### src/rtl/dmem_store_buffer.sv
// Posted-write store buffer between the MEM stage and the data cache.
// Queues stores in a small FIFO, drains them one at a time, and orders loads behind stores to the same word.
module dmem_store_buffer #(
    parameter int DEPTH = 4,
    parameter int PTR_W = 2
) (
    input  logic        clk,
    input  logic        reset,
    input  logic [31:0] cpu_addr,
    input  logic [31:0] cpu_write_data,
    input  logic        cpu_memwrite,
    input  logic        cpu_memread,
    input  logic [3:0]  cpu_sign_mask,
    output logic [31:0] cpu_read_data,
    output logic        cpu_stall,
    output logic [31:0] cache_addr,
    output logic [31:0] cache_write_data,
    output logic        cache_memwrite,
    output logic        cache_memread,
    output logic [3:0]  cache_sign_mask,
    input  logic [31:0] cache_read_data,
    input  logic        cache_stall
);

    typedef enum logic [2:0] {
        IDLE,
        WR_ISSUE,
        WR_WAIT,
        LD_ISSUE,
        LD_WAIT,
        LD_DONE
    } state_t;

    localparam logic [PTR_W:0]   FullCount = (PTR_W + 1)'(DEPTH);
    localparam logic [PTR_W:0]   CountOne  = (PTR_W + 1)'(1);
    localparam logic [PTR_W-1:0] PtrOne    = PTR_W'(1);

    state_t           state_q, state_d;
    logic [31:0]      addr_q [DEPTH];
    logic [31:0]      data_q [DEPTH];
    logic [3:0]       mask_q [DEPTH];
    logic [PTR_W-1:0] rd_ptr_q, rd_ptr_d;
    logic [PTR_W-1:0] wr_ptr_q, wr_ptr_d;
    logic [PTR_W:0]   count_q, count_d;
    logic [31:0]      rdata_q, rdata_d;
    logic             full, enq, pop, hit;

    assign full      = (count_q == FullCount);
    assign enq       = cpu_memwrite && !full;
    assign pop       = (state_q == WR_WAIT) && !cache_stall;
    assign cpu_stall = (cpu_memwrite && full) || (cpu_memread && (state_q != LD_DONE));
    assign cpu_read_data = rdata_q;

    // An entry is live when its distance from the head is below the occupancy.
    always_comb begin
        logic [PTR_W-1:0] offset;
        hit    = 1'b0;
        offset = '0;
        for (int i = 0; i < DEPTH; i++) begin
            offset = PTR_W'(i) - rd_ptr_q;
            if (({1'b0, offset} < count_q) && (addr_q[i][31:2] == cpu_addr[31:2])) begin
                hit = 1'b1;
            end
        end
    end

    always_comb begin
        state_d  = state_q;
        count_d  = count_q;
        rd_ptr_d = rd_ptr_q;
        wr_ptr_d = wr_ptr_q;
        rdata_d  = rdata_q;
        case (state_q)
            IDLE: begin
                if (cpu_memread && !hit) begin
                    state_d = LD_ISSUE;
                end else if (count_q != '0) begin
                    state_d = WR_ISSUE;
                end
            end
            WR_ISSUE: state_d = WR_WAIT;
            WR_WAIT:  if (!cache_stall) state_d = IDLE;
            LD_ISSUE: state_d = LD_WAIT;
            LD_WAIT: begin
                if (!cache_stall) begin
                    state_d = LD_DONE;
                    rdata_d = cache_read_data;
                end
            end
            LD_DONE:  state_d = IDLE;
            default:  state_d = IDLE;
        endcase
        if (enq) wr_ptr_d = wr_ptr_q + PtrOne;
        if (pop) rd_ptr_d = rd_ptr_q + PtrOne;
        if (enq && !pop) begin
            count_d = count_q + CountOne;
        end else if (!enq && pop) begin
            count_d = count_q - CountOne;
        end
    end

    // The cache bus is a pure function of state, so it stays put for the whole issue/wait window.
    always_comb begin
        cache_addr       = '0;
        cache_write_data = '0;
        cache_sign_mask  = '0;
        cache_memwrite   = 1'b0;
        cache_memread    = 1'b0;
        case (state_q)
            WR_ISSUE, WR_WAIT: begin
                cache_addr       = addr_q[rd_ptr_q];
                cache_write_data = data_q[rd_ptr_q];
                cache_sign_mask  = mask_q[rd_ptr_q];
                cache_memwrite   = (state_q == WR_ISSUE);
            end
            LD_ISSUE, LD_WAIT: begin
                cache_addr      = cpu_addr;
                cache_sign_mask = cpu_sign_mask;
                cache_memread   = (state_q == LD_ISSUE);
            end
            default: ;
        endcase
    end

    always_ff @(posedge clk) begin
        if (reset) begin
            state_q  <= IDLE;
            count_q  <= '0;
            rd_ptr_q <= '0;
            wr_ptr_q <= '0;
            rdata_q  <= '0;
        end else begin
            state_q  <= state_d;
            count_q  <= count_d;
            rd_ptr_q <= rd_ptr_d;
            wr_ptr_q <= wr_ptr_d;
            rdata_q  <= rdata_d;
        end
    end

    always_ff @(posedge clk) begin
        if (!reset && enq) begin
            addr_q[wr_ptr_q] <= cpu_addr;
            data_q[wr_ptr_q] <= cpu_write_data;
            mask_q[wr_ptr_q] <= cpu_sign_mask;
        end
    end

endmodule

### config.mk
export PLATFORM = sky130hd
export DESIGN_NAME = dmem_store_buffer
export DESIGN_NICKNAME = d
export VERILOG_FILES = /design/src/rtl/dmem_store_buffer.sv
export SDC_FILE = /design/constraint.sdc
export NUM_CORES = 1
export LEC_CHECK = 0
export ABC_AREA = 1
export CORE_ASPECT_RATIO = 0.6
export CORE_MARGIN = 2
export CORE_UTILIZATION = 49
export CTS_CLUSTER_SIZE = 16
export DETAILED_ROUTE_END_ITERATION = 12
export HOLD_SLACK_MARGIN = 0.02
export PLACE_DENSITY = 0.76
export SYNTH_ARGS = -nofsm -noshare
export SYNTH_HDL_FRONTEND = slang
export SYNTH_SLANG_ARGS = --single-unit
### constraint.sdc
create_clock -name clk -period 4.6 [get_ports clk]
set_input_delay 0.92 -clock clk [delete_from_list [all_inputs] [get_ports clk]]
set_output_delay 0.92 -clock clk [all_outputs]
set_load 0.05 [all_outputs]
* Yosys cells after proc, flatten, opt, wreduce, memory -nomap -nowiden
Memory sizes are Yosys's and may differ from the RTL's. A register that Yosys moved wholly into a read port is not among the register bits.
Cells that the tools add are included.
** Storage, ports and cells
- Register bits :: 42
- Bits in latches :: 0
- Memory bits (writable) :: 272
- ROM bits :: 0
- Input port bits :: 105
- Output and inout bits :: 103
- Memories kept :: 3
** Memories
- addr_q :: words 4, bits a word 32, rd ports 5, clocked after Yosys merged registers in 1, write ports 1, RTL line 39 : logic [31:0] addr_q [DEPTH];
- data_q :: words 4, bits a word 32, rd ports 1, clocked after Yosys merged registers in 1, write ports 1, RTL line 40 : logic [31:0] data_q [DEPTH];
- mask_q :: words 4, bits a word 4, rd ports 1, clocked after Yosys merged registers in 1, write ports 1, RTL line 41 : logic [3:0] mask_q [DEPTH];
** Operators by class
- Add/subtract/negate cells :: 8
- Multipliers :: 0
- Div/mod/pow operators :: 0
- Magnitude comparators :: 4
- Equal/unequal tests :: 13
- Shift-type cells :: 0
- Muxes and demuxes :: 24
- Bitwise gates (word level) :: 1
- Reductions and logical operators :: 26
** Operator list (number)
- $eq A30 B30 Y1 :: 4
- $pmux W32 S2 :: 1
- $mux W32 :: 1
- $mux W3 :: 6
- $pmux W3 S5 :: 1
- $logic_and A1 B1 Y1 :: 12
- $lt A2 B3 Y1 :: 4
- $mux W2 :: 6
- $mux W1 :: 8
- $pmux W4 S2 :: 1
- $eq A3 B2 Y1 const B :: 2
- $eq A3 B3 Y1 const B :: 2
- $logic_not A1 Y1 :: 6
- $ne A3 B3 Y1 const B :: 2
- $add A2 B1 Y2 const B :: 2
- $ne A2 B2 Y1 const B :: 2
- $reduce_or A2 Y1 :: 2
- $sub A1 B2 Y2 const A :: 2
- $sub A2 B2 Y2 const A :: 2
- $add A3 B1 Y3 const B :: 1
- $eq A3 B1 Y1 const B :: 1
- $logic_not A3 Y1 :: 1
- $reduce_and A3 Y1 :: 1
- $reduce_bool A3 Y1 :: 1
- 5 further kinds :: 5

* Depth between registers and ports, before layout
Gate-level depths: netlist (run 1).
- Depth after elaboration :: 11
- Depth in mapped cells :: 15
- Gate-level depth less buffers :: 14

* Worst setup path before layout (run 1)
Ideal clock, no wire load.
- Path type :: input to register
- Start point :: input port reset
- End point :: memory addr_q[0][0] (enable)
- Setup time :: 0.494 ns
- Data arrival time :: 4.186 ns
- Data required time :: 4.106 ns
- Setup slack :: -0.080 ns
- Stages :: 4
- Buffers on the path :: 1
- Cell sequence :: clkbuf_1 > inv_1 > nand2_1 > nor2_1
** Between the ends
- Longest elaborated chain between the ends :: 4
** RTL lines
- start: declaration :: RTL line 8 : input logic reset,
- $logic_not A1 Y1 :: RTL line 142 : if (!reset && enq) begin
- $logic_and A1 B1 Y1 :: RTL line 142
- $mux W1 :: RTL line 142
- $mux W1 (not written as such) :: RTL line 143 : addr_q[wr_ptr_q] <= cpu_addr;
- end: declaration :: RTL line 39
No other way between the ends.

==> results.py, run 1 <==
metrics = {
    "synthesis": {
        "yosys-top-cells-area": "edfxtp_1, dfxtp_1, nand2_1",
        "avgSynthCellArea_um2": 10.4,
        "netlist_instances": 1382,
        "synthAdderAreaFrac_pct": 0.922,
        "synth_seq_area_share_pct": 62.9,
        "synth-edff-count": 272,
        "synth_nets": 1497,
        "synth_top_family_by_area": "simple AND/OR/NAND/NOR gates",
        "yosysTopAreaCell": "edfxtp_1",
        "synth_mux_area_share_pct": 0,
        "synthFlopType": "edfxtp_1",
        "yosysTopAreaCellShare_pct": 56.8,
        "synth_most_common_cell": "edfxtp_1",
        "synthArstFlopShare_pct": 0,
        "yosysWarnings": 0,
        "ys_types": 31,
        "synth_compound_area_share_pct": 11.1,
        "synth_simple_gate_area_share_pct": 12.8,
        "yosys.area_share.xor_xnor_pct": 5.90,
        "synth_area_um2": 14400,
        "synth_commonest_cells": "edfxtp_1, nand2_1, nor2_1",
        "synth_seq_cells": 316,
    },
    "timing": {
        "tightest_slew_ns": 1.06,
        "finalCritPeriodShare_pct": 86.2,
        "setup_violations": 0,
        "fin_ws_ns": 0.636,
        "worst_clock_skew_ns": 0.0417,
        "min_period_ns": 3.96,
        "rsz0062_at_grt": "no",
        "slew_violations": 0,
        "max-slew-margin-rel_pct": 29.0,
        "hold_viol": 0,
        "fmax_mhz": 252,
    },
    "global_routing": {
        "globalRouteOverflowTotal": 0,
        "grt_max_degree": 106,
        "grt_pass1_vias": 9873,
        "use_met3_pct": 3.61,
        "track_usage_pct": 23.3,
        "antenna_found_initial": 2,
        "grt_pass1_wl_um": 55300,
        "grt_use_met1_pct": 34.6,
        "use_met2_pct": 36.2,
        "grt-busiest-layer": "met2",
    },
    "route": {
        "via_per_inst": 5.38,
        "drtPass1Iterations": 5,
        "wl_per_cell_um": 18.6,
        "totalWireLength_um": 36300,
        "drc": 0,
        "ant_nets": 0,
        "via_count": 10500,
        "initialDrtViolationCount": 1155,
    },
    "placement": {
        "pre_cts_slack_ns": 0.883,
        "placedInstanceArea_um2": 16700,
        "place.gp.congestion": 0.858,
        "dp_hpwl_um": 22800,
        "port_buffers": 207,
    },
    "power": {
        "ir_worst_vdd_mv": 0.398,
        "p_per_area_nw_per_um2": 529,
        "p_leak_nw": 6.55,
    },
    "floorplanning": {
        "die_h_um": 137,
        "start_util_pct": 49.9,
        "core.rowCount": 48,
        "coreArea_um2": 28800,
        "die-area_um2": 30800,
        "pin_count": 208,
        "die_x_um": 225,
    },
    "clock_tree": {
        "cts_max_level": 1,
        "cts_tree": "yes",
        "cts.sinks": 316,
        "cts_buffer_depth": 3,
        "ctsHoldBuffers": 0,
        "cts.clk_slew.worst_paths_ns": 0.06,
        "cts_setup_buffers": 0,
        "clk_latency_ns": 0.59,
        "cts_resized": 0,
        "root_buffer": "clkbuf_16",
        "cts-buffers-inserted": 30,
    },
    "setup_path": {
        "crit_fanout": 105,
        "cp-start-kind": "flop",
        "r2r_end": "addr_q[0][31]$_DFFE_PP_",
        "cp_data_arrival_time_ns": 3.04,
        "reg2reg_depth": 7,
        "crit_type": "flop to output port",
        "crit_required_ns": 3.68,
        "crit_path_end_kind": "output port",
        "rrSetupSlack_ns": 2.19,
        "r2r_start": "count_q[0]$_SDFFE_PP0P_",
    },
    "status": {
        "outcome": "complete, no violations",
    },
    "layout": {
        "final_util_pct": 61.5,
        "area_growth_pct": 23.3,
        "final_area_um2": 17700,
        "nets": 1664,
        "nFillCells": 2302,
        "drive_gt1_share_pct": 5.41,
    },
    "min_path": {
        "min_path_cells": 2,
        "hp-start": "cpu_read_data[29]$_SDFFE_PP0P_",
        "hold_path.class": "flop to flop",
        "min_to": "cpu_read_data[29]$_SDFFE_PP0P_",
    },
    "run": {
        "drv_cap": 0,
    },
}
cell usage in the layout (no fill, tap or decap), types with 9 or more instances in the layout:
cell type / count
a21oi_1: 91
a32o_1: 17
buf_4: 13
clkbuf_16: 30
clkdlybuf4s50_1: 207
clkinv_2: 9
dfxtp_1: 42
edfxtp_1: 272
ha_1: 9
inv_1: 118
nand2_1: 222
nand3_1: 78
nor2_1: 132
o21ai_0: 134
o22ai_1: 36
xnor2_1: 43
xor2_1: 54
registers in the layout, indices dropped and copies added (netlist names), named ones only:
name,flops
state_q,3
addr_q,128
wr_ptr_q,2
mask_q,16
rd_ptr_q,2
count_q,3
data_q,128
cpu_read_data,32
power by group:
group	switching [W]	total, W	internal [W]
sequential	0.000106	0.00342	0.00331
combinational	0.00237	0.00346	0.00109
clock	0.00107	0.00251	0.00144
total	0.00355	0.00938	0.00583
cell families (layout without fill, tap and decap cells):
logic type,after synthesis,count (layout)
other,0,2
DFF,316,316
buffers and inverters,218,407
adders and majority gates,10,10
xor gates and xnor gates,97,97
AOI/OAI and AO/OA,288,288
and+or+nand+nor,453,453
per-stage QoR:
step | setup TNS (ns) | cells | power [W] | hold slack, ns
2_1_floorplan | -21.78 | 1382 | 0.00578 | 0.477
3_3_place_gp | 0 | 1892 | 0.00690 | 0.448
6_report | 0 | 1948 | 0.00938 | 0.464
4_1_cts | 0 | 1946 | 0.00943 | 0.464
5_1_grt | 0 | 1947 | 0.00976 | 0.480
3_5_place_dp | 0 | 1892 | 0.00693 | 0.454
metal layers:
layer | up-vias | wire length [um]
li1 | 5048 | -
met2 | 344 | 16600
met4 | 0 | 617
met5 | - | 0
met3 | 45 | 2340
met1 | 5050 | 16700
layout make-up:
class | instances | area (um^2) | area share [%]
sequential | 316 | 9050 | 51.0
multi-input combinational | 848 | 4440 | 25.0
timing repair buffer | 227 | 2310 | 13.0
clock buffer | 37 | 787 | 4.44
inverter | 126 | 474 | 2.67
tap | 375 | 469 | 2.65
clock inverter | 17 | 199 | 1.12
antenna | 2 | 5.00 | 0.0282
worst max-delay path: stages, from the launching register on:
cell and delay, ns:
dfxtp_4 0.60, clkinv_2 0.13, buf_12 0.25, nand2_1 0.13, a21oi_1 0.08, o21ai_0 0.34
o21ai_0 0.16, clkdlybuf4s50_1 0.73
worst max-delay path by stage:
stage	cells after the start	from	slack [ns]	end
after global routing	6	flop	0.41	cache_write_data[0]
after CTS	6	flop	0.61	cache_write_data[0]
after detailed placement	4	cpu_addr[11]	0.88	cache_addr[11]
after floorplan	4	reset	-0.08	addr_q[0][0]$_DFFE_PP_
after global placement	4	cpu_addr[11]	0.93	cache_addr[11]
final	7	flop	0.64	cache_addr[20]
Note: power is estimated with default switching activity, not from simulation.
==> run 2, diff against run 1 <==
Settings changed: MAX_ROUTING_LAYER set to met4.
==> results.py, run 2 (synthesis gave the netlist of run 1 again) <==
metrics = {
    "power": {
        "swShare_pct": 37.9,
        "p_per_area_nw_per_um2": 529,
        "combinationalPowerShare_pct": 36.9,
        "p_seq_share_pct": 36.4,
        "p_int_w": 0.00583,
        "ir_worst_vdd_mv": 0.399,
        "power_switching_w": 0.00356,
        "p_leak_nw": 6.55,
        "p_clk_share_pct": 26.8,
        "power_w": 0.00939,
    },
    "floorplanning": {
        "coreArea_um2": 28800,
        "die-area_um2": 30800,
        "die_x_um": 225,
        "pin_count": 208,
        "die_h_um": 137,
        "start_util_pct": 49.9,
        "core.rowCount": 48,
    },
    "layout": {
        "final_area_um2": 17700,
        "area_growth_pct": 23.3,
        "fin_cells": 1948,
        "nFillCells": 2302,
        "nets": 1664,
        "final_common_cell": "edfxtp_1",
        "drive_gt1_share_pct": 5.41,
        "final_cell_mix": "edfxtp_1, nand2_1, clkdlybuf4s50_1, o21ai_0, nor2_1",
    },
    "route": {
        "ant_nets": 0,
        "drtPass1Iterations": 5,
        "drc": 0,
        "via_per_inst": 5.41,
        "via_count": 10500,
        "initialDrtViolationCount": 1202,
        "wl_per_cell_um": 18.7,
        "totalWireLength_um": 36400,
    },
    "timing": {
        "finalCritPeriodShare_pct": 86.4,
        "rsz0062_at_grt": "no",
        "fmax_mhz": 252,
        "hold_ws_ns": 0.464,
        "min_period_ns": 3.97,
        "max-slew-margin-rel_pct": 27.6,
        "setup_violations": 0,
        "fin_ws_ns": 0.625,
        "worst_clock_skew_ns": 0.0417,
        "tightest_slew_ns": 1.08,
        "hold_viol": 0,
        "slew_violations": 0,
    },
    "clock_tree": {
        "cts_resized": 0,
        "ctsHoldBuffers": 0,
        "cts.sinks": 316,
        "cts-buffers-inserted": 30,
        "cts_max_level": 1,
        "cts.clk_slew.worst_paths_ns": 0.06,
        "cts_tree": "yes",
        "cts_buffer_depth": 3,
        "root_buffer": "clkbuf_16",
        "clk_latency_ns": 0.59,
        "cts_setup_buffers": 0,
    },
    "setup_path": {
        "crit_fanout": 40,
        "crit_path_end_kind": "output port",
        "crit_type": "flop to output port",
        "crit_required_ns": 3.68,
        "cp_data_arrival_time_ns": 3.05,
        "cp-start-kind": "flop",
    },
    "run": {
        "drv_cap": 0,
    },
    "global_routing": {
        "grt_max_degree": 106,
        "grt_use_met1_pct": 34.5,
        "use_met3_pct": 3.63,
        "antenna_found_initial": 2,
        "globalRouteOverflowTotal": 0,
        "track_usage_pct": 24.0,
        "grt-busiest-layer": "met2",
        "grt_pass1_vias": 9899,
        "grt_pass1_wl_um": 55300,
        "use_met2_pct": 36.4,
    },
    "placement": {
        "port_buffers": 207,
        "placed_cells": 1892,
        "pre_cts_slack_ns": 0.883,
        "dp_hpwl_um": 22800,
        "place.gp.congestion": 0.871,
        "placedInstanceArea_um2": 16700,
    },
    "min_path": {
        "hold_path.class": "flop to flop",
    },
    "status": {
        "outcome": "complete, no violations",
    },
}
[run 2: cell counts in the layout (fill, tap and decap cells not counted)]
Identical to the previous run, type by type.
[run 2: per-stage QoR]
step,util [%],TNS [ns]
2_1_floorplan,-,-21.78
3_3_place_gp,58.1,0
3_5_place_dp,58.1,0
4_1_cts,61.5,0
5_1_grt,61.5,0
6_report,61.5,0
[run 2: final timing paths]
kind	start	endpoint	slack (ns)	cells after the start
setup / recovery	flop	cache_write_data[0]	0.63	6
setup reg to reg	count_q[0]$_SDFFE_PP0P_	addr_q[0][31]$_DFFE_PP_	2.18	7
hold / removal	cpu_read_data[29]$_SDFFE_PP0P_	cpu_read_data[29]$_SDFFE_PP0P_	0.46	2
hold reg to reg	cpu_read_data[29]$_SDFFE_PP0P_	cpu_read_data[29]$_SDFFE_PP0P_	0.46	2
[run 2: worst max-delay path, stage by stage (launching register included)]
cell and delay (ns):
dfxtp_4 0.60, buf_4 0.44, o21ai_0 0.17, o22ai_1 0.27, nand2_1 0.12, inv_1 0.08
clkdlybuf4s50_1 0.80
[run 2: power groups by stage]
stage / Sequential [W] / Clock [W] / Combinational, W
finish: 0.00341 / 0.00251 / 0.00346
global placement: 0.00347 / 0 / 0.00343
global route: 0.00343 / 0.00265 / 0.00367
floorplan: 0.00348 / 0 / 0.00230
CTS: 0.00342 / 0.00254 / 0.00347
detailed placement: 0.00348 / 0 / 0.00345
[run 2: metal layers]
metal | up-vias | part of all wire (%)
met1 | 5068 | 45
li1 | 5045 | -
met3 | 49 | 7.3
met2 | 374 | 46
met4 | 0 | 1.8
met5 | - | 0
[run 2: layout make-up]
type | count | area [um^2] | share of cell area [%]
Sequential cell | 316 | 9050 | 51.0
Multi-Input combinational cell | 848 | 4440 | 25.0
Timing Repair Buffer | 227 | 2310 | 13.0
Clock buffer | 37 | 787 | 4.44
Inverter | 126 | 474 | 2.67
Tap cell | 375 | 469 | 2.65
Clock inverter | 17 | 199 | 1.12
Antenna cell | 2 | 5.00 | 0.0282
==> run 3, diff against run 2 <==
Settings changed: CORE_MARGIN 2 to 3.
==> results.py, run 3 (synthesis gave the netlist of run 1 again) <==
metrics = {
    "status": {
        "outcome": "complete, no violations",
    },
    "layout": {
        "nFillCells": 2261,
        "nets": 1671,
        "area_growth_pct": 23.1,
        "drive_gt1_share_pct": 5.83,
        "final_common_cell": "edfxtp_1",
        "final_cell_mix": "edfxtp_1, nand2_1, clkdlybuf4s50_1, o21ai_0, nor2_1",
    },
    "timing": {
        "max-slew-margin-rel_pct": 26.4,
        "tightest_slew_ns": 1.10,
        "fin_ws_ns": 0.515,
        "fin_tns_setup_ns": 0,
        "fmax_mhz": 245,
        "slew_violations": 0,
        "worst_clock_skew_ns": 0.0161,
        "finalCritPeriodShare_pct": 88.8,
        "setup_violations": 0,
        "min_period_ns": 4.09,
        "hold_viol": 0,
        "rsz0062_at_grt": "no",
    },
    "setup_path": {
        "path_depth": 10,
        "cpPeakStageDelay_ns": 0.81,
        "cp_top_family": "buffers and inverters",
        "reg2reg_depth": 7,
        "crit_required_ns": 3.68,
        "slowest_stage": "clkdlybuf4s50_1",
        "cp_data_arrival_time_ns": 3.17,
        "crit_fanout": 16,
        "crit_path_end_kind": "output port",
        "cp-start-kind": "flop",
        "crit_type": "flop to output port",
        "critical_path_buf_inv_count": 6,
        "crit_chain": "inv_2, nand2_1, nor2_1, inv_1, nand2_2, buf_4, buf_4, nand2_1, inv_1, clkdlybuf4s50_1",
    },
    "route": {
        "drtPass1Iterations": 5,
        "wl_per_cell_um": 18.7,
        "totalWireLength_um": 36400,
        "ant_nets": 0,
        "maxUsedRoutingLayer": "met4",
        "via_per_inst": 5.43,
        "drt-met1-wl_um": 16500,
        "wl_met2_um": 16800,
        "initialDrtViolationCount": 1063,
        "wl_met3_um": 2530,
        "drc": 0,
        "via_count": 10600,
    },
    "global_routing": {
        "globalRouteOverflowTotal": 0,
        "antenna_found_initial": 3,
        "track_usage_pct": 23.6,
        "grt_max_degree": 168,
        "grt_pass1_wl_um": 57100,
        "grt_pass1_vias": 10200,
    },
    "floorplanning": {
        "start_util_pct": 51.0,
        "die_h_um": 139,
        "coreArea_um2": 28200,
        "pin_count": 208,
        "die_x_um": 227,
        "die-area_um2": 31500,
        "core.rowCount": 47,
    },
    "placement": {
        "pre_cts_slack_ns": 0.900,
        "place.gp.congestion": 0.829,
        "port_buffers": 207,
        "dp_hpwl_um": 23700,
    },
    "clock_tree": {
        "cts_buffer_depth": 3,
        "root_buffer": "clkbuf_16",
        "clk_latency_ns": 0.56,
        "cts.sinks": 316,
        "cts_setup_buffers": 0,
        "ctsHoldBuffers": 0,
        "cts_max_level": 1,
        "cts-buffers-inserted": 29,
        "cts_tree": "yes",
        "cts_resized": 0,
        "cts.clk_slew.worst_paths_ns": 0.07,
    },
    "min_path": {
        "min_path_cells": 2,
        "hold_path.class": "flop to flop",
    },
    "power": {
        "p_leak_nw": 6.56,
        "p_per_area_nw_per_um2": 528,
        "ir_worst_vdd_mv": 0.434,
    },
    "run": {
        "drv_cap": 0,
    },
}
run 3: routing by layer:
metal	GRT usage, %	vias up
met5	-	-
met4	5.41	0
met3	3.91	49
met2	35.3	361
met1	34.0	5104
li1	-	5070
run 3: final timing paths:
check                                  endpoint                           from  slack, ns
setup / recovery           cache_write_data[12]        state_q[2]$_SDFFE_PP0P_       0.51
hold / removal    cpu_read_data[7]$_SDFFE_PP0P_  cpu_read_data[7]$_SDFFE_PP0P_       0.46
setup reg to reg        addr_q[3][13]$_DFFE_PP_        count_q[0]$_SDFFE_PP0P_       2.22
hold reg to reg   cpu_read_data[7]$_SDFFE_PP0P_  cpu_read_data[7]$_SDFFE_PP0P_       0.46
run 3: where the power goes:
part	internal [W]	switching, W	leakage [nW]
clock	0.00144	0.00104	0.476
sequential	0.00331	0.0000889	2.83
combinational	0.00109	0.00239	3.26
run 3: cell type report:
cell class                      instances  area, um^2  area share [%]
Antenna cell                            3        7.51          0.0424
Multi-Input combinational cell        848        4440            25.1
Inverter                              126         474            2.68
Clock inverter                         19         221            1.25
Clock buffer                           34         744            4.20
Timing Repair Buffer                  235        2320            13.1
Tap cell                              367         459            2.59
Sequential cell                       316        9050            51.1
run 3: through the flow:
| stage | cell area, um^2 | instances | utilization [%] | total power (W) | hold WS (ns) |
|---|---|---|---|---|---|
| after floorplan | 14400 | 1382 | - | 0.00578 | 0.477 |
| after global placement | 16700 | 1892 | 59.3 | 0.00689 | 0.448 |
| after detailed placement | 16700 | 1892 | 59.3 | 0.00693 | 0.451 |
| after CTS | 17700 | 1945 | 62.7 | 0.00941 | 0.461 |
| after global routing | 17700 | 1948 | 62.8 | 0.00977 | 0.483 |
| final | 17700 | 1948 | 62.8 | 0.00935 | 0.462 |
run 3: worst register-to-register path, stage by stage, from the launching register on:
cell and delay [ns]:
dfxtp_1 0.46, nor2_1 0.12, nand2_1 0.07, nand2_1 0.12
inv_1 0.11, nand2_1 0.23, nor2_4 0.17, buf_4 0.62
